--- src/rtl/fetch_unit.sv ---
// Instruction fetch stage: owns the PC, reads program bytes over a req/ack bus and
// buffers them in a prefetch FIFO. Define FETCH_BYPASS_EN for zero-latency ack bypass.
module fetch_unit #(
    parameter int unsigned       ADDR_W   = 8,
    parameter int unsigned       DEPTH    = 2,
    parameter logic [ADDR_W-1:0] RESET_PC = '0
) (
    input  logic              clk,
    input  logic              rst_n,
    input  logic              ena,
    output logic              mem_req,
    output logic [ADDR_W-1:0] mem_addr,
    input  logic              mem_ack,
    input  logic [7:0]        mem_rdata,
    output logic              instr_valid,
    output logic [7:0]        instr_data,
    output logic [ADDR_W-1:0] instr_pc,
    input  logic              instr_ready,
    input  logic              jump_en,
    input  logic [ADDR_W-1:0] jump_addr,
    input  logic              halt,
    output logic              busy
);

    localparam logic [1:0] ST_IDLE    = 2'd0;
    localparam logic [1:0] ST_REQ     = 2'd1;
    localparam logic [1:0] ST_DISCARD = 2'd2;

    localparam int unsigned PTR_W = (DEPTH > 1) ? $clog2(DEPTH) : 1;
    localparam int unsigned CNT_W = $clog2(DEPTH + 1);
    localparam logic [CNT_W-1:0] FULL_CNT = CNT_W'(DEPTH);

    logic [1:0]        state_q, state_d;
    logic [ADDR_W-1:0] pc_q, pc_d;
    logic [ADDR_W-1:0] addr_q, addr_d;
    logic              req_q, req_d;
    logic [CNT_W-1:0]  count_q, count_d;
    logic [PTR_W-1:0]  rd_ptr_q, rd_ptr_d;
    logic [PTR_W-1:0]  wr_ptr_q, wr_ptr_d;
    logic [7:0]        buf_data_q [DEPTH];
    logic [ADDR_W-1:0] buf_pc_q   [DEPTH];

    logic fifo_empty;
    logic bypass;
    logic push;
    logic pop;
    logic issue;

    assign fifo_empty = (count_q == '0);

`ifdef FETCH_BYPASS_EN
    // An ack landing on an empty FIFO is forwarded straight to the consumer.
    assign bypass      = ena && fifo_empty && (state_q == ST_REQ) && mem_ack && !jump_en;
    assign instr_valid = !fifo_empty || bypass;
    assign instr_data  = bypass ? mem_rdata : buf_data_q[rd_ptr_q];
    assign instr_pc    = bypass ? addr_q : buf_pc_q[rd_ptr_q];
`else
    assign bypass      = 1'b0;
    assign instr_valid = !fifo_empty;
    assign instr_data  = buf_data_q[rd_ptr_q];
    assign instr_pc    = buf_pc_q[rd_ptr_q];
`endif

    // Jump wins over both pop and push; a bypassed byte that is consumed is never stored.
    assign pop  = ena && !jump_en && instr_ready && !fifo_empty;
    assign push = ena && !jump_en && (state_q == ST_REQ) && mem_ack && !(bypass && instr_ready);

    assign mem_req  = req_q;
    assign mem_addr = addr_q;
    assign busy     = req_q || instr_valid;

    always_comb begin
        state_d  = state_q;
        pc_d     = pc_q;
        addr_d   = addr_q;
        req_d    = req_q;
        count_d  = count_q;
        rd_ptr_d = rd_ptr_q;
        wr_ptr_d = wr_ptr_q;
        issue    = 1'b0;
        if (ena) begin
            if (jump_en) begin
                count_d  = '0;
                rd_ptr_d = '0;
                wr_ptr_d = '0;
                pc_d     = jump_addr;
            end else begin
                if (push) wr_ptr_d = wr_ptr_q + PTR_W'(1);
                if (pop)  rd_ptr_d = rd_ptr_q + PTR_W'(1);
                if (push && !pop) begin
                    count_d = count_q + CNT_W'(1);
                end else if (pop && !push) begin
                    count_d = count_q - CNT_W'(1);
                end
                if ((state_q == ST_REQ) && mem_ack) pc_d = pc_q + ADDR_W'(1);
            end
            issue = !halt && (count_d < FULL_CNT);
            case (state_q)
                ST_IDLE: begin
                    if (issue) begin
                        state_d = ST_REQ;
                        req_d   = 1'b1;
                        addr_d  = pc_d;
                    end
                end
                ST_REQ, ST_DISCARD: begin
                    // The bus transfer always runs to its ack, even if its data is dropped.
                    if (mem_ack) begin
                        if (issue) begin
                            state_d = ST_REQ;
                            addr_d  = pc_d;
                        end else begin
                            state_d = ST_IDLE;
                            req_d   = 1'b0;
                        end
                    end else if (jump_en) begin
                        state_d = ST_DISCARD;
                    end
                end
                default: begin
                    state_d = ST_IDLE;
                    req_d   = 1'b0;
                end
            endcase
        end
    end

    always_ff @(posedge clk or negedge rst_n) begin
        if (!rst_n) begin
            state_q  <= ST_IDLE;
            pc_q     <= RESET_PC;
            addr_q   <= '0;
            req_q    <= 1'b0;
            count_q  <= '0;
            rd_ptr_q <= '0;
            wr_ptr_q <= '0;
            for (int i = 0; i < DEPTH; i++) begin
                buf_data_q[i] <= '0;
                buf_pc_q[i]   <= '0;
            end
        end else begin
            state_q  <= state_d;
            pc_q     <= pc_d;
            addr_q   <= addr_d;
            req_q    <= req_d;
            count_q  <= count_d;
            rd_ptr_q <= rd_ptr_d;
            wr_ptr_q <= wr_ptr_d;
            if (push) begin
                buf_data_q[wr_ptr_q] <= mem_rdata;
                buf_pc_q[wr_ptr_q]   <= addr_q;
            end
        end
    end

endmodule

--- config.mk ---
export PLATFORM = sky130hd
export DESIGN_NAME = fetch_unit
export DESIGN_NICKNAME = d
export VERILOG_FILES = /design/src/rtl/fetch_unit.sv
export SDC_FILE = /design/constraint.sdc
export NUM_CORES = 1
export LEC_CHECK = 0
export CAP_MARGIN = 10
export CORE_ASPECT_RATIO = 1.75
export CORE_MARGIN = 5
export CORE_UTILIZATION = 35
export CTS_CLUSTER_SIZE = 30
export DETAILED_ROUTE_END_ITERATION = 10
export MAX_ROUTING_LAYER = met4
export PLACE_DENSITY_LB_ADDON = 0.05
export SYNTH_ARGS = -nofsm -noshare
export SYNTH_HDL_FRONTEND = slang
export SYNTH_SLANG_ARGS = --single-unit
--- constraint.sdc ---
create_clock -name clk -period 3.7 [get_ports clk]
set_input_delay 0.74 -clock clk [delete_from_list [all_inputs] [get_ports clk]]
set_output_delay 0.74 -clock clk [all_outputs]
set_load 0.05 [all_outputs]
==> results of run 1 <==
[cells in the final DEF (no fill, tap or decap), drive strengths merged]
cell           netlist  layout
nand2b               2       2
nand4                4       4
a221oi               2       2
xor2                 4       4
and3                 1       1
nor2b                2       2
o2bb2ai              1       1
o211a                1       1
buf                  5       7
or2                  1       1
nand3                4       4
nor3                 3       3
nand2               24      24
nor2                 6       6
mux2                63      63
bufinv               0       1
a31oi                3       3
o211ai               1       1
clkinv               0       1
o22ai                4       4
xnor2                3       3
a21oi                5       5
a32oi                1       1
inv                 10      10
a22o                 1       1
o21ai               13      13
and2                 1       1
clkbuf               7       6
o21bai               1       1
o31ai                1       1
mux2i                3       3
clkdlybuf4s50        0      48
dfrtp               55      55
or3                  2       2
ha                   5       5
[registers in the layout (all words and copies together) (netlist names)]
register,cells
buf_data_q,16
buf_pc_q,16
count_q,2
mem_addr,8
mem_req,1
pc_q,8
rd_ptr_q,1
state_q,2
wr_ptr_q,1
[cells by family (layout without fill, tap and decap cells)]
family / count (synthesis) / in the layout / share of synthesized area
AND/OR/NAND/NOR: 50 / 50 / 0.09000
buffers and inverters: 22 / 73 / 0.03451
adder cells (fa/ha/maj): 5 / 5 / 0.02184
flip-flops: 55 / 55 / 0.4806
multiplexers: 66 / 66 / 0.2700
AO/OA/AOI/OAI: 34 / 34 / 0.08170
XOR/XNOR: 7 / 7 / 0.02141
[metrics by stage]
| step | instances | power [µW] | hold slack [ns] |
|---|---|---|---|
| final | 380 | 3084 | 0.4862 |
| after global routing | 380 | 3270 | 0.5126 |
| after CTS | 380 | 3137 | 0.4956 |
| after detailed placement | 372 | 2575 | 0.4801 |
| after global placement | 372 | 2560 | 0.4819 |
| after floorplan | 239 | 2099 | 0.4444 |
[report_power, final]
group	switching [µW]	internal, µW
clock network	210	337
logic	895	653
registers	168	821
total	1270	1810
[worst reg2reg max path: stages (launching register included)]
cell      delay (ns)
dfrtp_1         0.40
inv_1           0.08
ha_1            0.21
nor2b_1         0.38
a221oi_2        0.17
a221oi_4        0.40
nand3_4         0.22
mux2_4          0.34
[final cells by class]
class / count / area [µm²] / share of cell area
repair buffers: 55 / 530.5 / 0.1466
clock buffers: 6 / 138.9 / 0.03837
flip-flops and latches: 55 / 1376 / 0.3802
well taps: 90 / 112.6 / 0.03111
clock inverters: 2 / 35.03 / 0.009679
inverters: 10 / 37.54 / 0.01037
multi-input cells: 162 / 1389 / 0.3837
[worst max path at each step]
stage,cells past startpoint,start,slack (ns),endpoint
3_5_place_dp,6,mem_ack,0.78,mem_addr[7]
3_3_place_gp,6,mem_ack,0.83,mem_addr[4]
4_1_cts,3,rd_ptr_q,0.78,instr_pc[3]
6_report,3,rd_ptr_q,0.82,instr_pc[3]
2_1_floorplan,6,ena,1.46,mem_addr[2]
5_1_grt,3,rd_ptr_q,0.71,instr_pc[3]
[cell usage after synthesis (2+ instances only)]
cell type,number
nand4_1,4
inv_1,10
nand3_1,3
nand2_1,23
dfrtp_1,55
nor2_1,6
o21ai_0,13
a31oi_1,3
nand2b_1,2
nor2b_1,2
xnor2_1,3
a21oi_1,5
mux2_4,9
mux2_1,2
buf_4,2
clkbuf_1,7
mux2i_1,3
nor3_1,2
o22ai_1,4
mux2_2,52
xor2_1,4
ha_1,5
[routing by layer]
layer  vias up  GRT usage
li1        952          -
met4         0    0.04840
met3         5    0.03199
met2        33     0.2374
met1       973     0.1449
met5         -          -
==> flow_summary.yaml, run 1 <==
status:
  status: "completed"
route:
  vias_per_cell: 5.166
  highest_layer: "met4"
  ant_nets: 0
  dr.pass1.iters: 4
  drc: 0
  met3_length_um: 232
  finalWirelength_um: 6163
  route.met2.wl_um: 3331
  met1_length_um: 2500
  dr.first_iter.drc_count: 50
  via_count: 1963
  wl_per_cell_um: 16.22
worst_setup_path:
  r2r-start: "count_q[1]"
  max_stage_delay_ns: 0.70
  start_kind: "flip-flop"
  cp_data_required_time_ns: 2.96
  criticalPathCategory: "reg2out"
  crit_family: "buffers and inverters"
  path_buf_inv: 2
  arrival_ns: 2.14
  endpoint_kind: "primary output"
  rr_worst_depth: 7
  r2r-end: "mem_addr[3]"
  cp_slowest_cell: "clkdlybuf4s50_1"
  worstPathCellList: "buf_4 > mux2_2 > clkdlybuf4s50_1"
  cp_max_fo: 12
  reg2reg_slack_ns: 1.38
synthesis:
  synthArstFlopShare: 1.000
  ys_seq_area_frac: 0.4806
  synth_seq_cells: 55
  synth_cells: 239
  yosys-top-cells-area: "dfrtp_1 (48%), mux2_2 (20%), mux2_4 (4.7%)"
  synth_edf_count: 0
  synth_flop_cell: "dfrtp_1"
  synth_top_area_share: 0.4806
  synthesis.area_um2: 2864
  synth.avg_cell_area_um2: 11.98
  synth_warnings: 0
  yosysTopAreaCell: "dfrtp_1"
  synth_fp_nets: 267
  synth.distinct_cells: 42
final_layout:
  final_area_um2: 3620
  drive_gt1_frac: 0.2897
  num_antenna_cells: 0
  area_growth_pct: 26.39
  filler_cell_count: 781
  fin_util: 0.4546
  finish.net_count: 317
power_and_ir_drop:
  p_per_area_nw_per_um2: 851.9
  peakVddDrop_uv: 369.4
  power.leakage_uw: 0.001635
floorplanning:
  initial_core_util: 0.3597
  die_area_um2: 10160
  num_rows: 43
  io_pins: 50
  die_w_um: 78.38
  die_h_um: 129.7
  coreArea_um2: 7963
clocking:
  clkLatencyLatePin_ns: 0.29
  cts_tree: "built"
  clock-sinks: 55
  clk_pin_slew_ns: 0.07
  htreeDepth: 2
  clockBufferDepth: 2
  ctsResizeCount: 0
  cts_root_buf: "clkbuf_16"
  post_cts_buffers: 0
  cts_hold_buf: 0
  cts_buffers: 5
global_routing:
  antenna_found_initial: 0
  grt.total_usage: 0.1340
  grt_pass1_vias: 2060
  grt_overflow_total: 0
  grt_pass1_wl_um: 10380
  grt_max_degree: 39
sta:
  period_minus_slack_ns: 2.880
  setup_violations: 0
  maxSlewHeadroom: 0.4337
  skew_ns: 0.007964
  fmax_mhz: 347.2
  slew_viol_final: 0
  period_share: 0.7785
  setup_ws_ns: 0.8195
  grt_setup_unrepaired: "false"
  tightest_slew_ns: 0.8494
  hold_viol: 0
  fin_setup_tns_ns: 0
placement:
  post-place-ws_ns: 0.7766
  dp_hpwl_um: 4682
  gp_congestion: 0.8311
  io_buffers: 49
  placed_area_um2: 3446
worst_hold_path:
  hold-path-endpoint: "buf_data_q[15]"
  min_path_type: "reg2reg"
  hp-start: "buf_data_q[15]"
  holdPathStages: 1
job:
  max-cap-violations: 0
No activity file was read; power rests on OpenSTA's default activity.
==> run 2, diff against run 1 <==
==> constraint.sdc (replaced) <==
create_clock -name clk -period 2.8 [get_ports clk]
set_input_delay 0.56 -clock clk [delete_from_list [all_inputs] [get_ports clk]]
set_output_delay 0.56 -clock clk [all_outputs]
set_load 0.05 [all_outputs]
==> run 2 against run 1 <==
Against the previous run:
- register-to-register slack lost 0.77 ns
- critical path depth stayed put
- clock-buffer cell count up 1
- critical path type unchanged
- combinational power grew 34%
- final cell count rose by 1.6%
- die area unchanged
- largest power group unchanged
- first-iteration DRC count increased by 32%
- clock power increased by 21%
==> flow_summary.yaml, run 2 (synthesized netlist as in run 1, its figures left out) <==
final_layout:
  filler_cell_count: 795
  num_antenna_cells: 0
  area_growth_pct: 27.92
  top_regs: "buf_data_q x16, buf_pc_q x16"
  final_cells: 386
  finish.net_count: 323
  final_cell_mix: "dfrtp_1 (55), mux2_2 (52), clkdlybuf4s50_1 (48), nand2_1 (23), o21ai_0 (13)"
  drive_gt1_frac: 0.3041
  final_common_cell: "dfrtp_1"
clocking:
  clkLatencyLatePin_ns: 0.29
  cts_root_buf: "clkbuf_16"
  cts_buffers: 5
  clock-sinks: 55
  htreeDepth: 2
  cts_tree: "built"
  post_cts_buffers: 0
  ctsResizeCount: 0
  cts_hold_buf: 0
  clockBufferDepth: 2
  clk_pin_slew_ns: 0.07
global_routing:
  grt.total_usage: 0.1382
  grt_max_degree: 32
  grt_overflow_total: 0
  grt_pass1_wl_um: 10720
  antenna_found_initial: 0
  grt_pass1_vias: 2179
floorplanning:
  initial_core_util: 0.3597
  coreArea_um2: 7963
  io_pins: 50
  num_rows: 43
  die_w_um: 78.38
  die_h_um: 129.7
  die_area_um2: 10160
placement:
  io_buffers: 49
  dp_cells: 378
  gp_congestion: 0.7974
  dp_hpwl_um: 4817
  post-place-ws_ns: 0.1672
route:
  vias_per_cell: 5.114
  finalWirelength_um: 6299
  dr.pass1.iters: 4
  via_count: 1974
  ant_nets: 0
  dr.first_iter.drc_count: 66
  drc: 0
  wl_per_cell_um: 16.32
sta:
  period_share: 0.9004
  slew_viol_final: 0
  period_minus_slack_ns: 2.521
  tightest_slew_ns: 0.7445
  fin_setup_tns_ns: 0
  maxSlewHeadroom: 0.5037
  skew_ns: 0.007692
  setup_violations: 0
  setup_ws_ns: 0.2789
  grt_setup_unrepaired: "false"
  hold_viol: 0
  fmax_mhz: 396.6
  holdWs_ns: 0.3301
worst_setup_path:
  criticalPathCategory: "reg2out"
  start_kind: "flip-flop"
  cp_data_required_time_ns: 2.24
  max_stage_delay_ns: 0.70
  arrival_ns: 1.96
  endpoint_kind: "primary output"
  cp_max_fo: 18
  crit_family: "buffers and inverters"
  cp_slowest_cell: "clkdlybuf4s50_1"
  worstPathCellList: "buf_4 > mux2_2 > clkdlybuf4s50_1"
  path_buf_inv: 2
worst_hold_path:
  min_path_type: "in2async"
power_and_ir_drop:
  internal_power_uw: 2348
  comb_power_share: 0.515
  p_seq_frac: 0.321
  peakVddDrop_uv: 760.2
  clkPwrFrac: 0.164
  power.leakage_uw: 0.001657
  power.switching_uw: 1688
  swShare: 0.4183
  p_per_area_nw_per_um2: 1102
status:
  status: "completed"
job:
  max-cap-violations: 0
==> run 2: changes by cell type in the layout (fill, tap and decap cells not counted), sizes merged <==
| cell | before | now |
|---|---|---|
| bufinv | 1 | 0 |
| clkbuf | 6 | 7 |
| clkinv | 1 | 0 |
| buf | 7 | 13 |
| clkinvlp | 0 | 1 |
==> run 2: power by group through the flow <==
stage               clock network, µW  logic [µW]  registers, µW
floorplan                           0        1310           1460
global placement                    0        2100           1310
detailed placement                  0        2110           1320
CTS                               694        2110           1300
global route                      717        2210           1340
finish                            661        2080           1290
==> run 2: final timing paths <==
| path | start | endpoint | slack (ns) | cells past startpoint |
|---|---|---|---|---|
| min in group clk | buf_data_q[15] | buf_data_q[15] | 0.49 | 1 |
| max in group asynchronous | rst_n | mem_addr[1] | 1.79 | 2 |
| worst max-delay path | rd_ptr_q | instr_pc[3] | 0.28 | 3 |
| worst min-delay path | rst_n | buf_data_q[3] | 0.33 | 1 |
| worst min register to register | buf_data_q[15] | buf_data_q[15] | 0.49 | 1 |
| worst max register to register | state_q[1] | mem_addr[0] | 0.61 | 7 |
==> run 2: routing by layer <==
| layer | routed length [µm] | track usage | share of wire |
|---|---|---|---|
| met5 | 0 | - | 0 |
| met4 | 175 | 0.06179 | 0.028 |
| met3 | 208 | 0.02573 | 0.033 |
| met2 | 3415 | 0.2520 | 0.54 |
| met1 | 2500 | 0.1429 | 0.40 |
==> run 2: final cells by class <==
type | instances | area (µm²) | area share
repair buffers | 61 | 588.1 | 0.1605
inverters | 10 | 37.54 | 0.01025
multi-input cells | 162 | 1389 | 0.3791
clock buffers | 7 | 152.6 | 0.04167
flip-flops and latches | 55 | 1376 | 0.3757
well taps | 90 | 112.6 | 0.03074
clock inverters | 1 | 7.507 | 0.002049
==> run 2: per-stage QoR <==
stage	utilization	total power (µW)	instance area [µm²]
2_1_floorplan	-	2774	2864
3_3_place_gp	0.4400	3412	3503
3_5_place_dp	0.4400	3432	3503
4_1_cts	0.4601	4114	3664
5_1_grt	0.4601	4275	3664
6_report	0.4601	4036	3664
==> run 3, diff against run 2 <==
==> constraint.sdc (replaced) <==
create_clock -name clk -period 2.82 [get_ports clk]
set_input_delay 0.564 -clock clk [delete_from_list [all_inputs] [get_ports clk]]
set_output_delay 0.564 -clock clk [all_outputs]
set_load 0.05 [all_outputs]
==> run 3 against run 2 <==
Against the previous run:
- wire length decreased by 2.0%
- flip-flop and latch count stayed put
- clock skew shrank 0.00052 ns
- global-route usage is 0.16 points lower
- combinational power about the same
- utilization decreased by 0.063 points
- die area unchanged
- critical path type unchanged
- critical endpoint is now instr_pc[2]
- largest power group unchanged
==> flow_summary.yaml, run 3 (synthesized netlist as in run 1, its figures left out) <==
worst_setup_path:
  crit_start: "rd_ptr_q"
  cp_max_fo: 11
  cp_data_required_time_ns: 2.26
  endpoint_kind: "primary output"
  cp_slowest_cell: "clkdlybuf4s50_1"
  start_kind: "flip-flop"
  criticalPathCategory: "reg2out"
  r2r-end: "mem_addr[3]"
  worstPathCellList: "buf_12 > mux2_2 > clkdlybuf4s50_1"
  max_stage_delay_ns: 0.70
  r2r-start: "count_q[1]"
  rr_worst_depth: 7
  arrival_ns: 2.10
  reg2reg_slack_ns: 0.63
sta:
  slew_viol_final: 0
  setup_ws_ns: 0.1550
  fmax_mhz: 375.2
  tightest_slew_ns: 0.7204
  hold_viol: 0
  period_share: 0.9450
  fin_setup_tns_ns: 0
  maxSlewHeadroom: 0.5198
  skew_ns: 0.007171
  setup_violations: 0
  grt_setup_unrepaired: "false"
  period_minus_slack_ns: 2.665
final_layout:
  num_antenna_cells: 0
  filler_cell_count: 786
  drive_gt1_frac: 0.3017
  area_growth_pct: 27.74
  fin_util: 0.4595
  finish.net_count: 322
  final_cell_mix: "dfrtp_1 (55), mux2_2 (52), clkdlybuf4s50_1 (48), nand2_1 (23), o21ai_0 (13)"
  final_area_um2: 3659
  final_cells: 385
  top_regs: "buf_data_q x16, buf_pc_q x16"
  final_common_cell: "dfrtp_1"
placement:
  gp_congestion: 0.7750
  post-place-ws_ns: 0.1733
  dp_cells: 377
  io_buffers: 49
  placed_area_um2: 3508
  dp_hpwl_um: 4661
global_routing:
  grt_max_degree: 56
  grt_overflow_total: 0
  grt_pass1_vias: 2151
  antenna_found_initial: 0
  grt_pass1_wl_um: 10540
  grt.total_usage: 0.1367
clocking:
  clkLatencyLatePin_ns: 0.30
  post_cts_buffers: 0
  cts_hold_buf: 0
  cts_buffers: 5
  clock-sinks: 55
  ctsResizeCount: 0
  cts_tree: "built"
  cts_root_buf: "clkbuf_16"
  clk_pin_slew_ns: 0.07
  clockBufferDepth: 2
  htreeDepth: 2
route:
  dr.pass1.iters: 4
  wl_per_cell_um: 16.03
  ant_nets: 0
  vias_per_cell: 5.153
  via_count: 1984
  drc: 0
  finalWirelength_um: 6170
  dr.first_iter.drc_count: 73
power_and_ir_drop:
  peakVddDrop_uv: 696.5
  power.leakage_uw: 0.001649
  power.switching_uw: 1697
  internal_power_uw: 2297
  comb_power_share: 0.517
  swShare: 0.4249
  p_seq_frac: 0.326
  clkPwrFrac: 0.157
  p_per_area_nw_per_um2: 1092
job:
  max-cap-violations: 0
floorplanning:
  num_rows: 43
  die_w_um: 78.38
  io_pins: 50
  initial_core_util: 0.3597
  die_h_um: 129.7
  coreArea_um2: 7963
  die_area_um2: 10160
worst_hold_path:
  min_path_type: "in2async"
status:
  status: "completed"
[run 3: changes by cell type in the layout (fill, tap and decap cells not counted), sizes merged]
| cell | previous run | this run |
|---|---|---|
| clkinv | 0 | 2 |
| clkbuf | 7 | 5 |
| buf | 13 | 12 |
[run 3: metal layers]
metal / GRT usage / part of all wire / wire (µm) / vias to the layer above
met5: - / 0 / 0 / -
met4: 0.05870 / 0.025 / 153 / 0
li1: - / - / - / 959
met1: 0.1468 / 0.41 / 2502 / 977
met3: 0.02573 / 0.031 / 192 / 9
met2: 0.2439 / 0.54 / 3321 / 39
[run 3: through the flow]
step / power (µW) / hold slack (ns)
global placement: 3397 / 0.4814
global route: 4243 / 0.4694
floorplan: 2754 / 0.2684
detailed placement: 3420 / 0.4844
CTS: 4062 / 0.4397
finish: 3994 / 0.4027
[run 3: worst max path at each step]
stage                        to  slack (ns)  cells past startpoint
floorplan           mem_addr[2]        0.76                      6
detailed placement  mem_addr[3]        0.17                      6
CTS                 instr_pc[1]        0.12                      3
global route        instr_pc[2]        0.06                      3
finish              instr_pc[2]        0.16                      3
global placement    mem_addr[6]        0.21                      6
[run 3: cell type report]
class,instances,area [µm²],share of cell area
clock inverters,3,25.02,0.006840
well taps,90,112.6,0.03078
flip-flops and latches,55,1376,0.3762
multi-input cells,162,1389,0.3796
inverters,10,37.54,0.01026
clock buffers,5,125.1,0.03420
repair buffers,60,593.1,0.1621
[run 3: power by group through the flow]
stage	Clock, µW	Sequential, µW	Combinational [µW]
6_report	628	1300	2060
5_1_grt	681	1350	2210
4_1_cts	653	1310	2100
3_5_place_dp	0	1330	2090
3_3_place_gp	0	1320	2080
2_1_floorplan	0	1450	1300
[run 3: worst max-delay path, delay by kind of cell (launching register included)]
family                 cells  cell delay, ns
buffers and inverters      2            0.89
muxes                      1            0.34
DFF                        1            0.58
